`src/rtl/serial_adder_pkg.sv`:
```
// Shared constants and state encoding for the bit-serial adder.
package serial_adder_pkg;

  localparam int unsigned WIDTH_DEFAULT = 8;

  typedef logic [1:0] state_t;

  localparam state_t IDLE = 2'd0;
  localparam state_t RUN  = 2'd1;
  localparam state_t DONE = 2'd2;

endpackage

```
`src/rtl/serial_adder_if.sv`:
```
// Request/result bundle between a requester and the serial adder.
interface serial_adder_if
  import serial_adder_pkg::*;
#(
  parameter int unsigned WIDTH = WIDTH_DEFAULT
);

  logic             start;
  logic [WIDTH-1:0] a;
  logic [WIDTH-1:0] b;
  logic             cin;
  logic             busy;
  logic             done;
  logic [WIDTH-1:0] sum;
  logic             cout;

  modport master (
    output start, a, b, cin,
    input  busy, done, sum, cout
  );

  modport slave (
    input  start, a, b, cin,
    output busy, done, sum, cout
  );

endinterface

```
`src/rtl/fa_bit.sv`:
```
// One-bit combinational full adder cell.
module fa_bit (
  input  logic a,
  input  logic b,
  input  logic ci,
  output logic s,
  output logic co
);

  assign s  = a ^ b ^ ci;
  assign co = (a & b) | (ci & (a ^ b));

endmodule

```
`src/rtl/serial_adder.sv`:
```
// Bit-serial WIDTH-bit adder: one full-adder cell, LSB first, carry recirculated.
module serial_adder
  import serial_adder_pkg::*;
#(
  parameter int unsigned WIDTH = WIDTH_DEFAULT
) (
  input  logic         clk,
  input  logic         rst_n,
  serial_adder_if.slave bus
);

  localparam int unsigned CNT_W = $clog2(WIDTH);
  localparam logic [CNT_W-1:0] LAST = CNT_W'(WIDTH - 1);

  state_t             state;
  logic [WIDTH-1:0]   a_sh;
  logic [WIDTH-1:0]   b_sh;
  logic [WIDTH-2:0]   sum_sh;
  logic               carry;
  logic [CNT_W-1:0]   cnt;
  logic [WIDTH-1:0]   sum_r;
  logic               cout_r;

  logic               s_bit;
  logic               c_bit;
  logic [WIDTH-1:0]   sum_nxt;

  fa_bit u_fa (
    .a  (a_sh[0]),
    .b  (b_sh[0]),
    .ci (carry),
    .s  (s_bit),
    .co (c_bit)
  );

  // Only the upper WIDTH-1 partial bits are stored; the final sum is this
  // cycle's bit prepended to them.
  assign sum_nxt = {s_bit, sum_sh};

  always_ff @(posedge clk or negedge rst_n) begin
    if (!rst_n) begin
      state  <= IDLE;
      a_sh   <= '0;
      b_sh   <= '0;
      sum_sh <= '0;
      carry  <= 1'b0;
      cnt    <= '0;
      sum_r  <= '0;
      cout_r <= 1'b0;
    end else begin
      case (state)
        IDLE: begin
          if (bus.start) begin
            a_sh  <= bus.a;
            b_sh  <= bus.b;
            carry <= bus.cin;
            cnt   <= '0;
            state <= RUN;
          end
        end
        RUN: begin
          sum_sh <= sum_nxt[WIDTH-1:1];
          carry  <= c_bit;
          a_sh   <= a_sh >> 1;
          b_sh   <= b_sh >> 1;
          if (cnt == LAST) begin
            sum_r  <= sum_nxt;
            cout_r <= c_bit;
            state  <= DONE;
          end else begin
            cnt <= cnt + 1'b1;
          end
        end
        DONE:    state <= IDLE;
        default: state <= IDLE;
      endcase
    end
  end

  assign bus.busy = (state == RUN);
  assign bus.done = (state == DONE);
  assign bus.sum  = sum_r;
  assign bus.cout = cout_r;

endmodule

```
`src/flat_wrapper.sv`:
```
// flat-port wrapper written by rule: the top's interface ports become plain ports
module serial_adder_flat import serial_adder_pkg::*;
#(
  parameter int unsigned WIDTH = WIDTH_DEFAULT
)
  (clk, rst_n, bus_start, bus_a, bus_b, bus_cin, bus_busy, bus_done, bus_sum, bus_cout);
  serial_adder_if #(.WIDTH(WIDTH)) bus_i ();
  input  logic clk;
  input  logic rst_n;
  input wire logic [$bits(bus_i.start)-1:0] bus_start;
  input wire logic [$bits(bus_i.a)-1:0] bus_a;
  input wire logic [$bits(bus_i.b)-1:0] bus_b;
  input wire logic [$bits(bus_i.cin)-1:0] bus_cin;
  output wire logic [$bits(bus_i.busy)-1:0] bus_busy;
  output wire logic [$bits(bus_i.done)-1:0] bus_done;
  output wire logic [$bits(bus_i.sum)-1:0] bus_sum;
  output wire logic [$bits(bus_i.cout)-1:0] bus_cout;
  assign bus_i.start = bus_start;
  assign bus_i.a = bus_a;
  assign bus_i.b = bus_b;
  assign bus_i.cin = bus_cin;
  assign bus_busy = bus_i.busy;
  assign bus_done = bus_i.done;
  assign bus_sum = bus_i.sum;
  assign bus_cout = bus_i.cout;
  serial_adder #(.WIDTH(WIDTH)) u_core (.clk(clk), .rst_n(rst_n), .bus(bus_i));
endmodule
```
`config.mk`:
```
export PLATFORM = sky130hd
export DESIGN_NAME = serial_adder_flat
export DESIGN_NICKNAME = d
export VERILOG_FILES = /design/src/rtl/serial_adder_pkg.sv /design/src/rtl/serial_adder_if.sv /design/src/rtl/fa_bit.sv /design/src/rtl/serial_adder.sv /design/src/flat_wrapper.sv
export SDC_FILE = /design/constraint.sdc
export NUM_CORES = 1
export LEC_CHECK = 0
export ABC_AREA = 1
export CAP_MARGIN = 10
export CORE_MARGIN = 5
export CORE_UTILIZATION = 42
export CTS_BUF_LIST = sky130_fd_sc_hd__clkbuf_4 sky130_fd_sc_hd__clkbuf_8 sky130_fd_sc_hd__clkbuf_16
export DETAILED_ROUTE_END_ITERATION = 12
export DONT_BUFFER_PORTS = 1
export RECOVER_POWER = 100
export SYNTH_ARGS = -nofsm -noshare
export SYNTH_HDL_FRONTEND = slang
export SYNTH_SLANG_ARGS = --single-unit
```
`constraint.sdc`:
```
create_clock -name clk -period 1.2 [get_ports clk]
set_input_delay 0.06 -clock clk [delete_from_list [all_inputs] [get_ports clk]]
set_output_delay 0.06 -clock clk [all_outputs]
set_load 0.05 [all_outputs]
```
==> impl_metrics.toml, run 1 <==
[global_routing]
grt_pass1_wl_um = 6460
grt_max_degree = 39
grt_pass1_vias = 1472
grt.total_usage_pct = 13.4
grt_overflow = 0
antenna_found_initial = 0

[timing]
fin_skew_ns = 0.00705
hold_viol = 0
hold_ws_ns = 0.00234
drv_slew = 0
finalCritPeriodShare_pct = 103
final.setup.tns_ns = -0.0474
max_freq_mhz = 810
max_slew_margin_pct = 44.2
rsz0062_at_grt = "yes"
worstMarginPinSlew_ns = 0.838
setup_violations = 2
fin_crit_ns = 1.23
final.setup.worst_slack_ns = -0.0339

[min_path]
hold_end = "u_core.b_sh[4]"
hold_path_depth = 4
hold_class = "input pin to flip-flop"
min_from = "bus_b[4]"

[worst_setup_path]
worst-path-max-fanout = 7
arrival_ns = 1.17
worstReg2RegEnd = "u_core.cnt[2]"
rr_worst_depth = 6
endpoint_kind = "output port"
reg2reg_slack_ns = -0.01
worst_setup_path_start_kind = "flip-flop"
regToRegStartpoint = "u_core.cnt[1]"
worstPathRequired_ns = 1.14
crit_type = "flip-flop to output port"

[floorplan]
die_h_um = 76.3
initial_core_util_pct = 42.7
die_x_um = 76.3
core_area_um2 = 4320
ios = 31
rows = 24
dieArea_um2 = 5830

[routing]
drt_iter0_markers = 83
ant_nets = 0
dr.pass1.iters = 4
wl_per_cell_um = 11.8
via_count = 1536
drc_errors = 0
vias_per_cell = 4.73
wl_um = 3830

[cts]
htreeDepth = 2
clockRootBuffer = "clkbuf_8"
cts_tree = "built"
numClockSinks = 38
clk_pin_slew_ns = 0.08
clk_latency_ns = 0.29
clk_path_buf_depth = 2
cts_made_buffers = 5

[logic_synthesis]
synth_cell_type_count = 17
synth_seq_cells = 38
avgSynthCellArea_um2 = 8.21
synth_cells = 225
synthesis.nets = 248
synthTopCellsByArea = "dfrtp_1, nand3_1, nand2_1, inv_1, o21ai_0"
synthesis.area_um2 = 1850
synth_top_area_cell = "dfrtp_1"
yosysSeqAreaShare_pct = 51.5
yosysWarnings = 0
yosysTopAreaCellShare_pct = 51.5

[flow_run]
maxCapViolations = 0

[placed_design]
gp_congestion = 0.752
place_inst = 287
io_buffers = 0
dp_hpwl_um = 2400

[finish]
n_antenna_cell = 0
area_delta_synth_final_pct = 34.1
layout-drive-gt1-share_pct = 22.7
nNetsFinal = 295
final_util_pct = 57.3
instances_no_fill = 325

[status]
status = "finished, violations left"
violations = "negative setup slack"

[pwr]
ir_worst_vdd_mv = 1.25
powerDensity_nw_per_um2 = 2720
cellLeakagePower_nw = 1.31
-- synthesized netlist by cell type --
cell and number:
buf_6 3, nor2_4 1, nand2_8 1, nor2_1 3, inv_1 41, nand2_2 2, ha_1 2, inv_2 1
buf_2 4, dfrtp_1 38, nand2_1 59, nand4_1 2, o21ai_0 17, nand3_1 45, nand2_4 1, buf_4 4
fa_1 1
-- how the worst max path moves through the flow --
stage / startpoint / to / slack, ns
floorplan: u_core.state[0] / u_core.bus.sum[6] / -0.02
global placement: u_core.cnt[0] / u_core.cnt[1] / -0.006
detailed placement: u_core.cnt[0] / u_core.cnt[0] / -0.05
CTS: u_core.state[0] / bus_done / -0.05
global route: u_core.state[1] / u_core.a_sh[6] / -0.08
finish: u_core.state[0] / bus_done / -0.03
-- kinds of logic after synthesis --
group	count (synthesis)	share of synthesized area [%]
compound gates	17	4.60
fa+ha+maj	3	2.44
buf+inv	53	13.1
flops	38	51.5
simple gates	114	28.4
-- per-stage QoR --
stage,total power [mW],cell area [um^2],setup WS (ns)
finish,6.75,2480,-0.0339
global route,7.32,2480,-0.0781
CTS,6.60,2410,-0.0487
detailed placement,4.97,2030,-0.0509
global placement,4.92,2030,-0.00602
floorplan,4.26,1860,-0.0173
-- routing by layer --
layer	up-vias	share of wire [%]	track usage [%]
met5	-	0	0
met4	0	1.0	4.20
met3	5	4.0	3.78
met2	23	50	22.1
met1	716	45	16.9
li1	792	-	-
-- state kept, by name, indices dropped and copies added (netlist names) --
register and cells:
u_core.carry 1, u_core.b_sh 8, u_core.state 2, u_core.sum_sh 7, u_core.cnt 3, u_core.bus.cout 1
u_core.a_sh 8, u_core.bus.sum 8
-- critical path, cell delays in order, from the launching register on --
cell,delay [ns]
dfrtp_2,0.45
buf_12,0.15
nor2_4,0.29
-- final cells by class --
class                      instances  area [um^2]
fill                             386         1850
sequential                        38          952
multi-input combinational        134          724
timing repair buffer              51          442
inverter                          42          158
clock buffer                       5         68.8
clock inverter                     3         68.8
tap                               52         65.1
-- what timing repair did --
action | CTS | global route
pin swaps | 3 | 5
hold buffers | 15 | 0
gates resized for setup | 12 | 13
buffers inserted | 6 | 9
endpoints found under the setup margin | 8 | 33
hold endpoints to repair | 50 | 0
-- report_power, final --
part / switching (mW) / total, mW / internal, mW
Sequential: 0.330 / 2.20 / 1.87
Combinational: 1.91 / 3.26 / 1.35
Clock: 0.464 / 1.30 / 0.833
-- cells in the final DEF, fill, tap and decap left out, types with 4 or more instances in the layout --
cell           netlist  final
buf_4                4     21
clkbuf_8             0      5
dfrtp_1             38     37
o21ai_1              0      4
o21ai_0             17     12
inv_1               41     37
nand3_1             45     44
nand2_1             59     58
dlygate4sd3_1        0     14
inv_2                1      5
clkbuf_2             0      9
Power figures use the tool's default switching activity.
==> run 2, diff against run 1 <==
--- a/config.mk
+++ b/config.mk
@@ -6,9 +6,10 @@
 export NUM_CORES = 1
 export LEC_CHECK = 0
 export ABC_AREA = 1
+export ABC_CLOCK_PERIOD_IN_PS = 1250
 export CAP_MARGIN = 10
 export CORE_MARGIN = 5
-export CORE_UTILIZATION = 42
+export CORE_UTILIZATION = 35
 export CTS_BUF_LIST = sky130_fd_sc_hd__clkbuf_4 sky130_fd_sc_hd__clkbuf_8 sky130_fd_sc_hd__clkbuf_16
 export DETAILED_ROUTE_END_ITERATION = 12
 export DONT_BUFFER_PORTS = 1
==> constraint.sdc (replaced) <==
create_clock -name clk -period 1.25 [get_ports clk]
set_input_delay 0.0625 -clock clk [delete_from_list [all_inputs] [get_ports clk]]
set_output_delay 0.0625 -clock clk [all_outputs]
set_load 0.05 [all_outputs]
==> run 2 against run 1 <==
Effect of this change: the flow still finishes with violations (negative setup slack); final cell count grew 2.5%; register-to-register slack better by 0.03 ns; clock-buffer cell count is the same; sequential share of layout area rose by 1.9 points; sequential power down 5%; clock power is 21% lower; worst hold slack improved by 0.0074 ns; highest routed layer unchanged.
==> impl_metrics.toml, run 2 (synthesized netlist as in run 1, its figures left out) <==
[worst_setup_path]
crit_type = "flip-flop to output port"
path_cells = "buf_4 > nor2_4 > buf_12"
cp_slowest_cell = "dfrtp_1"
worst_setup_path_start_kind = "flip-flop"
worst-path-max-fanout = 10
arrival_ns = 1.19
crit_path_max_incr_delay_ns = 0.43
endpoint_kind = "output port"
worstPathRequired_ns = 1.19

[floorplan]
dieArea_um2 = 6830
ios = 31
die_h_um = 82.7
rows = 26
die_x_um = 82.7
initial_core_util_pct = 36.2
core_area_um2 = 5110

[routing]
drc_errors = 0
wl_um = 3910
vias_per_cell = 4.56
dr.pass1.iters = 5
ant_nets = 0
wl_per_cell_um = 11.7
drt_iter0_markers = 63
via_count = 1520

[cts]
clockRootBuffer = "clkbuf_8"
clk_pin_slew_ns = 0.08
cts_tree = "built"
clk_latency_ns = 0.29
numClockSinks = 38
htreeDepth = 2
clk_path_buf_depth = 2
cts_made_buffers = 5

[timing]
rsz0062_at_grt = "yes"
hold_viol = 0
max_slew_margin_pct = 44.3
final.setup.tns_ns = -0.000412
fin_crit_ns = 1.25
drv_slew = 0
finalCritPeriodShare_pct = 100
hold_ws_ns = 0.00978
max_freq_mhz = 800
fin_skew_ns = 0.00436
worstMarginPinSlew_ns = 0.835
final.setup.worst_slack_ns = -0.000412
setup_violations = 1

[pwr]
cellLeakagePower_nw = 1.25
powerDensity_nw_per_um2 = 2480
pwr-share-seq_pct = 35.7
p_clk_share_pct = 17.7
comb_power_share_pct = 46.6
p_int_mw = 3.40
switching_share_pct = 42.0
ir_worst_vdd_mv = 0.876
p_sw_mw = 2.46

[placed_design]
gp_congestion = 0.807
io_buffers = 0
dp_hpwl_um = 2510
pre_cts_slack_ns = -0.0475

[flow_run]
maxCapViolations = 0

[global_routing]
antenna_found_initial = 0
grt_overflow = 0
grt.total_usage_pct = 12.5
grt_pass1_wl_um = 6480
grt_pass1_vias = 1476
grt_max_degree = 39

[finish]
layout_common_cells = "nand2_1, nand3_1, inv_1, dfrtp_1, dlygate4sd3_1"
nNetsFinal = 285
layout-drive-gt1-share_pct = 15.6
final_common_cell = "nand2_1"
area_delta_synth_final_pct = 27.8
n_antenna_cell = 0

[status]
violations = "negative setup slack"
status = "finished, violations left"

[min_path]
hold_class = "input pin to flip-flop"
run 2: layer usage:
metal / track usage, % / part of all wire [%] / routed length, um
met2: 21.6 / 49 / 1910
met5: 0 / 0 / 0
met3: 3.58 / 4.8 / 187
met4: 6.21 / 2.5 / 97
met1: 14.1 / 44 / 1710
run 2: power groups by stage:
| stage | sequential, mW | clock (mW) | combinational (mW) |
|---|---|---|---|
| after floorplan | 2.46 | 0 | 1.62 |
| after global placement | 2.10 | 0 | 2.60 |
| after detailed placement | 2.11 | 0 | 2.63 |
| after CTS | 2.09 | 1.07 | 2.76 |
| after global routing | 2.16 | 1.12 | 3.11 |
| final | 2.09 | 1.03 | 2.73 |
run 2: worst max-delay path: cells and delay by family (launching register included):
family,cells,cell delay (ns)
flops,1,0.43
simple gates,1,0.13
buf+inv,2,0.34
run 2: path summary, 6_finish.rpt:
path | slack, ns | from | to | depth (start not counted)
max in group asynchronous | 0.29 | rst_n | u_core.a_sh[1] | 2
worst max-delay path | -0.0004 | u_core.state[0] | bus_done | 3
worst min-delay path | 0.01 | bus_a[3] | u_core.a_sh[3] | 4
min in group asynchronous | 0.42 | rst_n | u_core.bus.sum[2] | 2
worst max register to register | 0.02 | u_core.cnt[0] | u_core.cnt[1] | 6
worst min register to register | 0.47 | u_core.sum_sh[0] | u_core.bus.sum[0] | 2
run 2: final cells by class:
cell class | instances | area, um^2
multi-input cells | 134 | 683
clock buffers | 5 | 68.8
clock inverters | 3 | 40.0
repair buffers | 41 | 373
fillers | 513 | 2750
inverters | 42 | 158
well taps | 70 | 87.6
flip-flops and latches | 38 | 951
run 2: what timing repair did:
action | CTS | global route
hold buffers | 18 | 1
buffers inserted | 1 | 1
endpoints found under the hold margin | 53 | 1
resized for setup | 3 | 6
gates cloned | 0 | 0
endpoints found under the setup margin | 6 | 23
run 2: through the flow:
stage	total power [mW]	utilization (%)	instances	instance area (um^2)
after floorplan	4.07	-	225	1860
after global placement	4.70	40.1	304	2050
after detailed placement	4.74	40.1	304	2050
after CTS	5.92	46.3	331	2360
after global routing	6.40	46.2	333	2360
final	5.86	46.2	333	2360
==> run 3, diff against run 2 <==
--- a/config.mk
+++ b/config.mk
@@ -11,6 +11,7 @@
 export CORE_MARGIN = 5
 export CORE_UTILIZATION = 35
 export CTS_BUF_LIST = sky130_fd_sc_hd__clkbuf_4 sky130_fd_sc_hd__clkbuf_8 sky130_fd_sc_hd__clkbuf_16
+export CTS_CLUSTER_SIZE = 16
 export DETAILED_ROUTE_END_ITERATION = 12
 export DONT_BUFFER_PORTS = 1
 export RECOVER_POWER = 100
==> constraint.sdc (replaced) <==
create_clock -name clk -period 1.25 [get_ports clk]
set_input_delay 0.0625 -clock clk [delete_from_list [all_inputs] [get_ports clk]]
set_output_delay 0.0625 -clock clk [all_outputs]
set_load 0.005 [all_outputs]
==> run 3 against run 2 <==
Effect of this change: the flow now finishes without violations; fmax rose by 3.8%; clock-buffer cell count did not move; clock power up 23%; sequential share of layout area is 0.44 points lower; via count is 2.3% lower; worst setup slack improved by 0.046 ns; global-route usage grew 0.73 points; worst hold slack better by 0.0035 ns; utilization increased by 0.51 points; final cell count is 0.90% lower; sequential power increased by 2%; critical path type is now flip-flop to flip-flop.
==> impl_metrics.toml, run 3 (synthesized netlist as in run 1, its figures left out) <==
[cts]
htreeDepth = 2
clockRootBuffer = "clkbuf_8"
clk_latency_ns = 0.30
clk_path_buf_depth = 2
cts_tree = "built"
numClockSinks = 38
clk_pin_slew_ns = 0.08
cts_made_buffers = 5

[pwr]
switching_share_pct = 36.5
pwr-share-seq_pct = 38.1
cellLeakagePower_nw = 1.25
p_int_mw = 3.56
p_sw_mw = 2.05
comb_power_share_pct = 39.3
ir_worst_vdd_mv = 0.729
powerDensity_nw_per_um2 = 2350
p_clk_share_pct = 22.6

[worst_setup_path]
crit_path_max_incr_delay_ns = 0.56
worst_setup_path_start_kind = "flip-flop"
crit_type = "flip-flop to flip-flop"
worstPathRequired_ns = 1.48
endpoint_kind = "flip-flop"
worst-path-buf-inv = 1
worst-path-max-fanout = 2
cp_slowest_cell = "fa_2"
cp_top_family = "adder cells"
path_cells = "fa_2 > inv_1 > o21ai_1"
arrival_ns = 1.43

[global_routing]
grt.total_usage_pct = 13.3
antenna_found_initial = 0
grt_pass1_wl_um = 6770
grt_max_degree = 39
grt_pass1_vias = 1451
grt_overflow = 0

[placed_design]
gp_congestion = 0.740
pre_cts_slack_ns = -0.0274
io_buffers = 0
dp_hpwl_um = 2590

[routing]
wl_per_cell_um = 12.4
via_count = 1485
wl_um = 4100
drt_iter0_markers = 62
drc_errors = 0
vias_per_cell = 4.50
ant_nets = 0
dr.pass1.iters = 4

[timing]
fin_crit_ns = 1.20
finalCritPeriodShare_pct = 96.3
fin_skew_ns = 0.00795
hold_ws_ns = 0.0133
setup_violations = 0
drv_slew = 0
hold_viol = 0
max_freq_mhz = 830
final.setup.worst_slack_ns = 0.0457
max_slew_margin_pct = 43.9
worstMarginPinSlew_ns = 0.842

[floorplan]
initial_core_util_pct = 36.2
die_h_um = 82.7
die_x_um = 82.7
rows = 26
dieArea_um2 = 6830
ios = 31
core_area_um2 = 5110

[finish]
layout-drive-gt1-share_pct = 15.0
final_common_cell = "nand2_1"
fillers = 494
layout_common_cells = "nand2_1, nand3_1, inv_1, dfrtp_1, dlygate4sd3_1"
n_antenna_cell = 0
nNetsFinal = 282
area_delta_synth_final_pct = 29.2

[min_path]
hold_class = "input pin to flip-flop"

[status]
status = "completed"

[flow_run]
maxCapViolations = 0
==> run 3: cell types whose count changed in the layout (fill, tap and decap cells not counted), sizes merged <==
cell	before	now
buf	14	20
bufinv	1	2
clkinv	2	1
clkbuf	14	5
==> run 3: through the flow <==
step | power [mW] | utilization (%) | cells | cell area [um^2] | TNS, ns
final | 5.62 | 46.7 | 330 | 2390 | 0
after global routing | 6.11 | 46.7 | 330 | 2390 | -0.00266
after CTS | 5.53 | 45.7 | 326 | 2330 | 0
after detailed placement | 4.15 | 39.0 | 299 | 1990 | -0.125
after global placement | 4.10 | 39.0 | 299 | 1990 | 0
after floorplan | 3.61 | - | 225 | 1850 | 0
==> run 3: area by class of cell <==
type	instances	area [um^2]	area share, %
sequential	38	951	39.8
multi-input combinational	134	697	29.2
timing repair buffer	38	357	14.9
inverter	42	158	6.60
tap	70	87.6	3.67
clock buffer	5	68.8	2.88
clock inverter	3	68.8	2.88
==> run 3: worst paths after layout <==
| check | startpoint | endpoint | slack (ns) | cells after the start |
|---|---|---|---|---|
| setup / recovery | u_core.a_sh[0] | u_core.sum_sh[6] | 0.05 | 3 |
| setup reg to reg | u_core.a_sh[0] | u_core.sum_sh[6] | 0.05 | 3 |
| hold / removal | bus_a[6] | u_core.a_sh[6] | 0.01 | 4 |
| hold reg to reg | u_core.sum_sh[0] | u_core.bus.sum[0] | 0.50 | 2 |
| max in group asynchronous | rst_n | u_core.bus.sum[2] | 0.30 | 2 |
| min in group asynchronous | rst_n | u_core.bus.sum[0] | 0.42 | 2 |
==> run 3: power by group through the flow <==
stage	Combinational, mW	Sequential, mW	Clock (mW)
floorplan	1.54	2.06	0
global placement	1.96	2.14	0
detailed placement	2.00	2.15	0
CTS	2.09	2.14	1.30
global route	2.56	2.21	1.34
finish	2.21	2.14	1.27
==> run 3: routing by layer <==
layer  up-vias  track usage, %  wire [um]
met3         5            3.36        136
met1       687            16.9       1890
met4         0            5.88         65
li1        766               -          -
met2        27            21.2       2000
met5         -               0          0
==> run 3: timing repair <==
action	4_1_cts	5_1_grt
endpoints found under the hold margin	54	0
buffers inserted	0	4
gates resized for setup	2	10
endpoints found under the setup margin	12	30
hold buffers	19	0
pin swaps	1	2
==> run 3: worst min-delay path: cells and delay by family <==
| family | cells | cell delay (ns) |
|---|---|---|
| buffers and inverters | 1 | 0.03 |
| and+or+nand+nor | 3 | 0.19 |
